==> src/rtl/lif_pkg.sv <==
// lif_pkg: frame layout, reset defaults, saturating helpers
// and loader state type for the parametrised LIF neuron core.
package lif_pkg;

   localparam int LEAK_W         = 3;
   localparam int DEF_WEIGHT     = 1;
   localparam int DEF_LEAK_SHIFT = 2;
   localparam int DEF_REF_PERIOD = 2;
   localparam int DEF_ADAPT_INC  = 0;

   typedef enum logic [1:0] {
      IDLE  = 2'd0,
      SHIFT = 2'd1,
      DONE  = 2'd2
   } ld_state_e;

   function automatic int frame_bits(
      input int n_ch, input int wgt_w, input int v_w,
      input int ref_w, input int adapt_w);
      return n_ch * wgt_w + v_w + LEAK_W + ref_w + adapt_w;
   endfunction

   // Field offsets, LSB side first (adapt_inc sits at bit 0).
   function automatic int off_ref(input int adapt_w);
      return adapt_w;
   endfunction

   function automatic int off_leak(
      input int ref_w, input int adapt_w);
      return adapt_w + ref_w;
   endfunction

   function automatic int off_thr(
      input int ref_w, input int adapt_w);
      return adapt_w + ref_w + LEAK_W;
   endfunction

   function automatic int off_wgt(
      input int v_w, input int ref_w, input int adapt_w);
      return adapt_w + ref_w + LEAK_W + v_w;
   endfunction

   function automatic logic [31:0] sat_add(
      input logic [31:0] a, input logic [31:0] b,
      input logic [31:0] max);
      logic [32:0] s;
      s = {1'b0, a} + {1'b0, b};
      return (s > {1'b0, max}) ? max : s[31:0];
   endfunction

   function automatic logic [31:0] sat_sub(
      input logic [31:0] a, input logic [31:0] b);
      return (a > b) ? a - b : 32'd0;
   endfunction

endpackage

==> src/rtl/lif_param_loader.sv <==
// lif_param_loader: MSB-first serial frame loader with shadow
// shift register and active parameter registers.
// Ports: load_mode_i/serial_data_i in; weights, threshold,
// leak shift, refractory period, adapt increment, ready out.
module lif_param_loader
   import lif_pkg::*;
#(
   parameter int N_CH    = 4,
   parameter int V_W     = 8,
   parameter int WGT_W   = 4,
   parameter int REF_W   = 3,
   parameter int ADAPT_W = 4
) (
   input  logic                    clk,
   input  logic                    reset,
   input  logic                    load_mode_i,
   input  logic                    serial_data_i,
   output logic [N_CH*WGT_W-1:0]   wgt_o,
   output logic [V_W-1:0]          thr_o,
   output logic [LEAK_W-1:0]       leak_o,
   output logic [REF_W-1:0]        ref_o,
   output logic [ADAPT_W-1:0]      adapt_inc_o,
   output logic                    params_ready_o
);

   localparam int PB =
      frame_bits(N_CH, WGT_W, V_W, REF_W, ADAPT_W);
   localparam int CW = $clog2(PB + 1);
   localparam int O_REF  = off_ref(ADAPT_W);
   localparam int O_LEAK = off_leak(REF_W, ADAPT_W);
   localparam int O_THR  = off_thr(REF_W, ADAPT_W);
   localparam int O_WGT  = off_wgt(V_W, REF_W, ADAPT_W);

   localparam logic [WGT_W-1:0] W_DEF =
      WGT_W'(DEF_WEIGHT);
   localparam logic [V_W-1:0] T_DEF =
      V_W'(1) << (V_W - 1);
   localparam logic [LEAK_W-1:0] L_DEF =
      LEAK_W'(DEF_LEAK_SHIFT);
   localparam logic [REF_W-1:0] R_DEF =
      REF_W'(DEF_REF_PERIOD);
   localparam logic [ADAPT_W-1:0] A_DEF =
      ADAPT_W'(DEF_ADAPT_INC);
   localparam logic [PB-1:0] ACT_RST =
      {{N_CH{W_DEF}}, T_DEF, L_DEF, R_DEF, A_DEF};

   ld_state_e      state_q, state_d;
   logic [PB-1:0]  sh_q, sh_d;
   logic [PB-1:0]  act_q, act_d;
   logic [CW-1:0]  cnt_q, cnt_d;
   logic           rdy_q, rdy_d;

   // The first bit is captured on the IDLE->SHIFT edge, so a
   // frame is exactly PB consecutive load_mode cycles.
   always_comb begin
      state_d = state_q;
      sh_d    = sh_q;
      act_d   = act_q;
      cnt_d   = cnt_q;
      rdy_d   = rdy_q;
      unique case (state_q)
         IDLE, SHIFT: begin
            if (load_mode_i) begin
               sh_d    = {sh_q[PB-2:0], serial_data_i};
               cnt_d   = cnt_q + CW'(1);
               state_d = SHIFT;
               if (cnt_d == CW'(PB)) begin
                  act_d   = sh_d;
                  rdy_d   = 1'b1;
                  cnt_d   = '0;
                  state_d = DONE;
               end
            end else begin
               cnt_d   = '0;
               state_d = IDLE;
            end
         end
         DONE: begin
            if (!load_mode_i)
               state_d = IDLE;
         end
         default: state_d = IDLE;
      endcase
   end

   always_ff @(posedge clk) begin
      if (reset) begin
         state_q <= IDLE;
         sh_q    <= '0;
         act_q   <= ACT_RST;
         cnt_q   <= '0;
         rdy_q   <= 1'b0;
      end else begin
         state_q <= state_d;
         sh_q    <= sh_d;
         act_q   <= act_d;
         cnt_q   <= cnt_d;
         rdy_q   <= rdy_d;
      end
   end

   assign adapt_inc_o    = act_q[0 +: ADAPT_W];
   assign ref_o          = act_q[O_REF +: REF_W];
   assign leak_o         = act_q[O_LEAK +: LEAK_W];
   assign thr_o          = act_q[O_THR +: V_W];
   assign wgt_o          = act_q[O_WGT +: N_CH*WGT_W];
   assign params_ready_o = rdy_q;

endmodule

==> src/rtl/lif_neuron_core_param.sv <==
// lif_neuron_core_param: N_CH-input LIF neuron with shift leak,
// refractory period, adaptive threshold and serial param load.
// Ports: enable, chan_in, load_mode, serial_data in; spike_out,
// v_mem, threshold_out, refractory, params_ready out.
module lif_neuron_core_param
   import lif_pkg::*;
#(
   parameter int N_CH             = 4,
   parameter int IN_W             = 3,
   parameter int V_W              = 8,
   parameter int WGT_W            = 4,
   parameter int REF_W            = 3,
   parameter int ADAPT_W          = 4,
   parameter int ADAPT_DECAY_LOG2 = 4
) (
   input  logic                  clk,
   input  logic                  reset,
   input  logic                  enable,
   input  logic [N_CH*IN_W-1:0]  chan_in,
   input  logic                  load_mode,
   input  logic                  serial_data,
   output logic                  spike_out,
   output logic [V_W-1:0]        v_mem,
   output logic [V_W-1:0]        threshold_out,
   output logic                  refractory,
   output logic                  params_ready
);

   localparam int SW = IN_W + WGT_W + $clog2(N_CH);
   localparam int PW = ADAPT_DECAY_LOG2;
   localparam logic [V_W-1:0] VMAX = '1;

   logic [N_CH*WGT_W-1:0] wgt;
   logic [V_W-1:0]        thr;
   logic [LEAK_W-1:0]     leak_sh;
   logic [REF_W-1:0]      ref_per;
   logic [ADAPT_W-1:0]    a_inc;

   lif_param_loader #(
      .N_CH    (N_CH),
      .V_W     (V_W),
      .WGT_W   (WGT_W),
      .REF_W   (REF_W),
      .ADAPT_W (ADAPT_W)
   ) u_loader (
      .clk            (clk),
      .reset          (reset),
      .load_mode_i    (load_mode),
      .serial_data_i  (serial_data),
      .wgt_o          (wgt),
      .thr_o          (thr),
      .leak_o         (leak_sh),
      .ref_o          (ref_per),
      .adapt_inc_o    (a_inc),
      .params_ready_o (params_ready)
   );

   logic [V_W-1:0]   v_q, v_d;
   logic [V_W-1:0]   ad_q, ad_d;
   logic [REF_W-1:0] rc_q, rc_d;
   logic [PW-1:0]    pre_q, pre_d;
   logic             spk_q, spk_d;

   logic [SW-1:0]  stim;
   logic [V_W-1:0] leak;
   logic [V_W-1:0] v_next;
   logic [V_W-1:0] thr_eff;
   logic           step;
   logic           fire;

   always_comb begin
      stim = '0;
      for (int i = 0; i < N_CH; i++)
         stim = stim
              + SW'(chan_in[i*IN_W +: IN_W])
              * SW'(wgt[i*WGT_W +: WGT_W]);
   end

   // A zero shift means "no leak", not "leak everything".
   assign leak = (leak_sh == '0) ? '0 : (v_q >> leak_sh);

   assign v_next = V_W'(sat_add(32'(v_q - leak),
                                32'(stim), 32'(VMAX)));
   assign thr_eff = V_W'(sat_add(32'(thr), 32'(ad_q),
                                 32'(VMAX)));

   // load_mode freezes the neuron even with enable high.
   assign step = enable & ~load_mode;
   assign fire = step & (rc_q == '0) & (v_next >= thr_eff);

   always_comb begin
      v_d   = v_q;
      ad_d  = ad_q;
      rc_d  = rc_q;
      pre_d = pre_q;
      spk_d = 1'b0;
      if (fire) begin
         v_d   = '0;
         rc_d  = ref_per;
         ad_d  = V_W'(sat_add(32'(ad_q), 32'(a_inc),
                              32'(VMAX)));
         pre_d = '0;
         spk_d = 1'b1;
      end else if (step) begin
         pre_d = pre_q + PW'(1);
         if (pre_q == '1)
            ad_d = V_W'(sat_sub(32'(ad_q), 32'd1));
         if (rc_q != '0) begin
            rc_d = rc_q - REF_W'(1);
            v_d  = '0;
         end else begin
            v_d = v_next;
         end
      end
   end

   always_ff @(posedge clk) begin
      if (reset) begin
         v_q   <= '0;
         ad_q  <= '0;
         rc_q  <= '0;
         pre_q <= '0;
         spk_q <= 1'b0;
      end else begin
         v_q   <= v_d;
         ad_q  <= ad_d;
         rc_q  <= rc_d;
         pre_q <= pre_d;
         spk_q <= spk_d;
      end
   end

   assign spike_out     = spk_q;
   assign v_mem         = v_q;
   assign threshold_out = thr_eff;
   assign refractory    = (rc_q != '0);

endmodule
==> config.mk <==
export PLATFORM = sky130hd
export DESIGN_NAME = lif_neuron_core_param
export DESIGN_NICKNAME = d
export VERILOG_FILES = /design/src/rtl/lif_pkg.sv /design/src/rtl/lif_param_loader.sv /design/src/rtl/lif_neuron_core_param.sv
export SDC_FILE = /design/constraint.sdc
export NUM_CORES = 1
export LEC_CHECK = 0
export BUFFER_PORTS_ARGS = -buffer_cell sky130_fd_sc_hd__buf_2
export CORE_ASPECT_RATIO = 1.1
export CORE_MARGIN = 4
export CORE_UTILIZATION = 50
export CTS_BUF_LIST = sky130_fd_sc_hd__clkbuf_16
export CTS_CLUSTER_DIAMETER = 100
export DETAILED_ROUTE_END_ITERATION = 16
export PLACE_DENSITY_LB_ADDON = 0.2
export SKIP_CTS_REPAIR_TIMING = 1
export SLEW_MARGIN = 25
export SYNTH_ARGS = -nofsm -noshare
export SYNTH_HDL_FRONTEND = slang
export SYNTH_SLANG_ARGS = --single-unit
==> constraint.sdc <==
create_clock -name clk -period 12.2 [get_ports clk]
set_input_delay 2.44 -clock clk [delete_from_list [all_inputs] [get_ports clk]]
set_output_delay 2.44 -clock clk [all_outputs]
set_load 0.1 [all_outputs]
# [Word level (Yosys, flattened, before mapping)]
# Cells that the tools add are included.
[word_totals] regBits=100 inputBits=17 out_inout_bits=19 word_cells=72
[op_classes] n_addsub=11 n_mul=4 magnitude_cmp=5 eq_ne=5 n_shift=1 muxes=19 bitwise_logic=4 reduce_logical=13
[op_table] op="$mux W8" n=9
[op_table] op="$add A32 B9 Y33" n=1
[op_table] op="$gt A33 B8 Y1 const B" n=1
[op_table] op="$mul A3 B4 Y7" n=4
[op_table] op="$gt A9 B8 Y1 const B" n=2
[op_table] op="$mux W6" n=2
[op_table] op="$add A8 B4 Y9" n=1
[op_table] op="$add A8 B7 Y9" n=1
[op_table] op="$add A8 B8 Y9" n=1
[op_table] op="$add A9 B7 Y9" n=1
[op_table] op="$mux W3" n=3
[op_table] op="$sub A8 B8 Y9" n=1
[op_table] op="$add A7 B7 Y8" n=1
[op_table] op="$ge A8 B8 Y1" n=1
[op_table] op="$gt A8 B1 Y1 const B" n=1
[op_table] op="$shr A8 B3 Y8" n=1
[op_table] op="$sub A8 B1 Y8 const B" n=1
[op_table] op="$add A6 B1 Y6 const B" n=1
[op_table] op="$eq A6 B6 Y1 const B" n=1
[op_table] op="$logic_not A3 Y1" n=2
[op_table] op="$mux W2" n=3
[op_table] op="$reduce_and A2 Y1" n=3
[op_table] op="$reduce_bool A2 Y1" n=3
[op_table] op="$add A4 B1 Y4 const B" n=1
[op_table] op="13 further kinds" n=16

# [Logic depth before layout (Yosys ltp)]
# Gate-level depths: netlist of the first run.
[depth] depth_word=11 depth_mapped=41 depth_no_buf=37

# [Cells and area by module]
# From an unflattened synthesis of the first run, not the netlist that was laid out.
[hier_totals] cells_unflattened=902 area_unflattened_um2=7728.7
[modules_own_cells] mod="lif_neuron_core_param" instances=1 cells_per_inst=555 area_per_inst_um2=4626.9 seq_area_each_um2=480.5
[modules_own_cells] mod="lif_param_loader" instances=1 cells_per_inst=347 area_per_inst_um2=3101.7 seq_area_each_um2=1521.5

# [Worst setup path before layout of the first run]
# No wires, ideal clock.
[synth_timing] path_kind="input-to-reg" from="input port chan_in[5]" to="register v_q[6], in the netlist v_mem[6]" setup_ps=71 arrival_ps=9678 required_ps=12129 slack_ps=2452 cell_stages=28 n_path_buf=1 cell_sequence="and2_1 -> fa_1 -> inv_1 -> fa_1 -> fa_1 -> inv_1 -> fa_1 -> inv_1 -> fa_1 -> inv_1 -> fa_1 -> a211oi_1 -> o21ai_0 -> a31o_2 -> nand2_1 -> ha_1 -> or4b_1 -> nor3_1 -> o21ai_0 -> clkbuf_1 -> or4_1 -> ha_1 -> a21o_1 -> a221oi_1 -> o21ai_1 -> nor3_1 -> o41ai_1 -> a21oi_1"
[synth_between] elab_chain_len=10 word_cells_on_any_way=11 classes_between="4 x add/sub; 1 x mul; 2 x order compare; 2 x mux; 1 x bitwise; 1 x reduce/logical"
[synth_lines] item="from (decl)" line="lif_neuron_core_param.sv:19" rtl="input logic [N_CH*IN_W-1:0] chan_in,"
[synth_lines] item="$mul A3 B4 Y7 *" line="lif_neuron_core_param.sv:76" rtl="* SW'(wgt[i*WGT_W +: WGT_W]);"
[synth_lines] item="$add A7 B7 Y8 *" line="lif_neuron_core_param.sv:75" rtl="+ SW'(chan_in[i*IN_W +: IN_W])"
[synth_lines] item="$add A8 B7 Y9 *" line="lif_neuron_core_param.sv:75"
[synth_lines] item="$add A9 B7 Y9 *" line="lif_neuron_core_param.sv:75"
[synth_lines] item="$add A32 B9 Y33 *" line="lif_pkg.sv:47" rtl="s = {1'b0, a} + {1'b0, b};"
[synth_lines] item="$gt A33 B8 Y1" line="lif_pkg.sv:48" rtl="return (s > {1'b0, max}) ? max : s[31:0];"
[synth_lines] item="$mux W8 *" line="lif_pkg.sv:48"
[synth_lines] item="$ge A8 B8 Y1" line="lif_neuron_core_param.sv:89" rtl="assign fire = step & (rc_q == '0) & (v_next >= thr_eff);"
[synth_lines] item="$and A1 B1 Y1" line="lif_neuron_core_param.sv:89"
[synth_lines] item="$reduce_or A2 Y1 (no source line)"
[synth_lines] item="to (signal assigned)" line="lif_neuron_core_param.sv:125" rtl="v_q <= v_d;"
[synth_lines] item="to (decl)" line="lif_neuron_core_param.sv:58" rtl="logic [V_W-1:0] v_q, v_d;"
# Mark *: on every way between the ends. The rest lies on a longest branch, timed or not.
# A chain may end at the register's enable or synchronous reset.

# [Final worst setup path of the first run]
[layout_timing] from="input port chan_in[5]" to="register v_q[3], in the netlist v_mem[3]"
# Same word-level chain as after synthesis.

==> flow_summary.toml, run 1 <==
[sta]
rsz0062_at_grt = "no"
slew_violations = 0
worst_slew_pin_slew_ns = 0.929
finalClockSkew_ns = 0.0137
fin_crit_ns = 10.25
fmax_mhz = 97.5
hold_viol = 0
hold_slack_ns = 0.471
worst_slack_ns = 1.95
slew_headroom_pct = 37.9
setup_violations = 0
fin_crit_sh_pct = 84.0
finalSetupTns_ns = 0

[route]
drt_wl_total_microns = 15700
num_vias = 5768
ant_nets = 0
drt_iter0_drc = 288
drc_errors = 0
drt-wirelength-per-cell_microns = 14.5
drt-pass1-iter-count = 4
via_per_inst = 5.33

[placed_design]
place_congestion = 0.922
placed_cells = 1067
dp_hpwl_microns = 11800
portBuffers = 35
dp_slack_ns = 1.67

[synthesis]
synth_edf_count = 0
seq_area_frac_synth_pct = 27.4
synth_area_leaders = "dfxtp_1, fa_1, ha_1, nand2_1, a21oi_1"
syn_nets = 1002
netlist_area_sq_um = 7300
syn_inst = 872
synth_cell_type_count = 65
syn_avg_cell_area_sq_um = 8.38
synth_top_area_share_pct = 27.4
synth.most_common_cell = "nand2_1"
netlist_top_cells_count = "nand2_1, dfxtp_1, nor2_1, inv_1, a21oi_1"
synth-seq-cells = 100
synth_area_leader_cell = "dfxtp_1"
ys.flop_type = "dfxtp_1"
async_reset_ff_share_pct = 0
yosysWarnings = 0

[finish]
n_antenna_cell = 0
num-nets-final = 1016
syn2layout_area_growth_pct = 8.69
fillers = 1362
final_layout_size_suffix_gt1_share_pct = 8.08
fin_cells = 1083

[power_and_ir_drop]
power.density_nw_per_um2 = 116
leakagePower_nw = 3.27
ir_worst_vdd_mv = 0.0643
power_mw = 0.917

[clock_network]
cts_buffers = 9
htreeDepth = 3
cts_root_buf = "clkbuf_16"
cts_tree = "built"
ctsLongestPathBuffers = 2
clk_latency_ns = 0.35
path_clk_slew_ns = 0.08
clock-sinks = 100

[critical_path]
cpMaxStageDelayCell = "nor3_1"
cp_max_fo = 16
slowest_delay_ns = 0.67
crit_top_cell = "fa_1"
r2r_slack_ns = 2.06
worst-endpoint-required_ns = 12.48
crit_type = "input port to flip-flop"
worstRegToRegCells = 36
start_kind = "input port"
end_kind = "flip-flop"
arrival_ns = 10.53

[min_path]
hold_depth = 2
hold_path.class = "flip-flop to flip-flop"

[floorplanning]
io_pins = 36
die_w_microns = 123
rows = 46
start_util_pct = 50.8
die_h_microns = 135
coreArea_sq_um = 14400
die_area_sq_um = 16600

[grt]
grt_overflow = 0
track_usage_pct = 19.6
grt_pass1_vias = 5431
antenna_found_initial = 0
grt_pass1_wl_microns = 26500
grt_max_degree = 70

[run_status]
status = "complete, no violations"

[flow_run]
maxCapViolations = 0
[kinds of logic after synthesis]
kind of cell	synth area share [%]
buffers and inverters	6.05
AOI/OAI and AO/OA	14.5
DFF	27.4
xor gates and xnor gates	2.64
and+or+nand+nor	20.5
adders and majority gates	24.0
muxes	4.87
[report_power, final]
group | total (mW) | internal, mW | switching, mW
clock | 0.291 | 0.148 | 0.143
combinational | 0.286 | 0.101 | 0.185
sequential | 0.339 | 0.331 | 0.00810
total | 0.917 | 0.581 | 0.336
[worst max-delay path, delay by kind of cell]
family | cells | cell delay (ns)
AND/OR/NAND/NOR | 7 | 2.04
AO/OA/AOI/OAI | 8 | 1.76
adder cells (fa/ha/maj) | 8 | 3.76
buffers and inverters | 6 | 0.54
[metrics by stage]
stage	area, sq um	utilization (%)
2_1_floorplan	7300	-
3_3_place_gp	7620	52.9
3_5_place_dp	7620	52.9
4_1_cts	7940	55.2
5_1_grt	7940	55.2
6_report	7940	55.2
[final timing paths]
path / from / to
setup / recovery: chan_in[5] / v_mem[3]
hold / removal: u_loader.sh_q[13] / u_loader.sh_q[14]
setup reg to reg: u_loader.act_q[8] / v_mem[3]
hold reg to reg: u_loader.sh_q[13] / u_loader.sh_q[14]
[cells in the final DEF, fill, tap and decap left out, types with 5 or more instances in the layout]
cell type	synthesis	final
nor3_1	23	23
nand3_1	9	9
xnor2_1	12	12
clkbuf_16	0	9
or4_1	6	6
dfxtp_1	100	100
a21oi_1	74	74
a211oi_1	5	5
nor2b_1	8	7
inv_1	76	76
nor2_1	78	78
buf_2	5	34
mux2i_1	31	31
nand4_1	5	5
ha_1	68	68
nand2b_1	14	14
and2_1	33	33
buf_4	0	7
o21ai_0	29	29
xor2_1	10	10
o41ai_1	9	9
fa_1	45	45
a21o_1	12	12
nand2_1	123	123
[cell type report]
type	count	area, sq um	share of cell area [%]
Timing Repair Buffer	41	223	2.81
Clock inverter	7	93.8	1.18
Inverter	76	285	3.59
Tap cell	192	240	3.03
Multi-Input combinational cell	658	4870	61.3
Clock buffer	9	225	2.84
Sequential cell	100	2000	25.2
[sequential cells by signal, summed over array words and instances, names as in the netlist]
register	cells
u_loader.act_q	34
u_loader.sh_q	33
ad_q	8
v_mem	8
u_loader.cnt_q	6
pre_q	4
rc_q	3
u_loader.state_q	2
spike_out	1
u_loader.params_ready_o	1
[layer usage]
layer  wire length [microns]  GRT usage [%]
met1                    7440           26.7
met2                    7660           33.1
met3                     308           2.35
met4                     255           5.23
met5                       0              0
Note: power is estimated with default switching activity, not from simulation.
==> run 2: changes to the inputs <==
- clock period: 12.2 -> 10.75 ns (I/O delays scaled with it)
==> run 2 against run 1 <==
  * Non-clock buffer count is 1 higher
  * Core utilization is essentially flat
  * Clock skew fell by 0.0028 ns
  * Combinational power is 12% higher
  * Final cell count about the same
  * Clock-buffer cell count stayed put
  * Via count is essentially flat
  * First-iteration DRC count is 3.8% higher
  * Register-to-register slack worse by 0.94 ns
  * Die area stayed put
  * Wire length is 1.4% lower
  * Critical endpoint is now ad_q[5]
  * Largest power group unchanged
  * Highest routed layer unchanged
==> flow_summary.toml, run 2 (synthesized netlist as in run 1, its figures left out) <==
[floorplanning]
start_util_pct = 50.8
die_h_microns = 135
coreArea_sq_um = 14400
die_area_sq_um = 16600
io_pins = 36
rows = 46
die_w_microns = 123

[power_and_ir_drop]
power.density_nw_per_um2 = 130
ir_worst_vdd_mv = 0.0759
leakagePower_nw = 3.27
power_mw = 1.03

[critical_path]
worstSetupStartpoint = "chan_in[5]"
start_kind = "input port"
rr_startpoint = "u_loader.act_q[7]"
r2r_slack_ns = 1.12
regToRegEndpoint = "ad_q[5]"
worstRegToRegCells = 34
end_kind = "flip-flop"
crit_path_end = "ad_q[5]"
crit_type = "input port to flip-flop"
arrival_ns = 9.92
cp_max_fo = 16
worst-endpoint-required_ns = 10.99

[finish]
final_layout_size_suffix_gt1_share_pct = 8.18
mostFrequentLayoutCell = "nand2_1"
largestRegisters = "u_loader.act_q (34), u_loader.sh_q (33)"
largest_reg_flops = 34
syn2layout_area_growth_pct = 8.75
regMostFlops = "u_loader.act_q"
n_antenna_cell = 0
num-nets-final = 1017
final_cell_mix = "nand2_1, dfxtp_1, nor2_1"

[clock_network]
ctsLongestPathBuffers = 2
cts_buffers = 9
clock-sinks = 100
htreeDepth = 3
cts_tree = "built"
clk_latency_ns = 0.35
path_clk_slew_ns = 0.07
cts_root_buf = "clkbuf_16"

[placed_design]
place_congestion = 0.914
dp_slack_ns = 0.763
portBuffers = 35
dp_hpwl_microns = 11800

[sta]
worst_slew_pin_slew_ns = 0.997
hold_slack_ns = 0.469
fin_crit_ns = 9.68
slew_violations = 0
finalSetupTns_ns = 0
setup_violations = 0
fin_crit_sh_pct = 90.0
rsz0062_at_grt = "no"
fmax_mhz = 103
hold_viol = 0
worst_slack_ns = 1.07
finalClockSkew_ns = 0.0108
slew_headroom_pct = 33.6

[route]
top_layer_used = "met4"
wl_met3_microns = 388
drt_wl_total_microns = 15400
drt_iter0_drc = 299
met1_length_microns = 7290
ant_nets = 0
drt-pass1-iter-count = 5
wl_met2_microns = 7540
drc_errors = 0
drt-wirelength-per-cell_microns = 14.2
num_vias = 5765
via_per_inst = 5.32

[grt]
antenna_found_initial = 0
grt_pass1_vias = 5382
grt_max_degree = 63
grt_overflow = 0
grt_pass1_wl_microns = 26000
track_usage_pct = 19.4

[min_path]
hold_path.class = "flip-flop to flip-flop"

[run_status]
status = "complete, no violations"

[flow_run]
maxCapViolations = 0
==> run 2: changes by cell type in the layout (fill, tap and decap cells not counted) <==
cell	before	now
buf_4	7	8
clkinv_8	4	3
inv_12	0	1
inv_6	1	2
inv_8	1	0
==> run 2: critical path, cell delays in order <==
cell and delay, ns:
buf_2 0.12, and2_1 0.17, fa_1 0.53, inv_1 0.06, fa_1 0.50, fa_1 0.55
inv_1 0.06, fa_1 0.52, inv_1 0.06, fa_1 0.54, inv_1 0.07, fa_1 0.47
a211oi_1 0.22, o21ai_0 0.22, a31o_2 0.32, ha_1 0.27, nor4b_1 0.28, nand4_1 0.12
nor3_1 0.12, o21ai_0 0.10, buf_4 0.19, or4_1 0.48, ha_1 0.30, and2_1 0.15
o2111ai_1 0.12, o21ai_1 0.49, nand3_1 0.31, o311a_1 0.40
==> run 2: layout make-up <==
| cell class | instances | area (sq um) |
|---|---|---|
| timing repair buffer | 42 | 230 |
| fill | 1368 | 6450 |
| inverter | 76 | 285 |
| clock buffer | 9 | 225 |
| sequential | 100 | 2000 |
| tap | 192 | 240 |
| clock inverter | 7 | 91.3 |
| multi-input combinational | 658 | 4870 |
==> run 2: power by group <==
| group | internal, mW | total [mW] | switching [mW] | leakage, nW |
|---|---|---|---|---|
| Sequential | 0.376 | 0.385 | 0.00929 | 0.808 |
| Combinational | 0.113 | 0.320 | 0.207 | 2.31 |
| Clock | 0.168 | 0.329 | 0.161 | 0.152 |
==> run 2: worst min-delay path by stage <==
| stage | slack (ns) | from | depth (start not counted) | endpoint |
|---|---|---|---|---|
| 6_report | 0.47 | u_loader.sh_q[32] | 2 | u_loader.sh_q[32] |
| 5_1_grt | 0.49 | u_loader.sh_q[32] | 2 | u_loader.sh_q[32] |
| 4_1_cts | 0.47 | u_loader.sh_q[32] | 2 | u_loader.sh_q[32] |
| 3_5_place_dp | 0.46 | u_loader.sh_q[32] | 2 | u_loader.sh_q[32] |
| 3_3_place_gp | 0.44 | u_loader.sh_q[32] | 2 | u_loader.sh_q[32] |
| 2_1_floorplan | 0.44 | u_loader.sh_q[32] | 2 | u_loader.sh_q[32] |
==> run 2: layer usage <==
| metal | vias up | global-route usage (%) |
|---|---|---|
| met5 | - | 0 |
| met4 | 0 | 4.55 |
| met3 | 18 | 2.64 |
| met2 | 76 | 32.6 |
| met1 | 2684 | 26.5 |
| li1 | 2987 | - |
==> run 2: per-stage QoR <==
stage	instance area [sq um]	util, %	std cells
after global routing	7940	55.2	1084
after CTS	7940	55.2	1084
after floorplan	7300	-	872
after detailed placement	7630	53.0	1068
final	7940	55.2	1084
after global placement	7630	53.0	1068
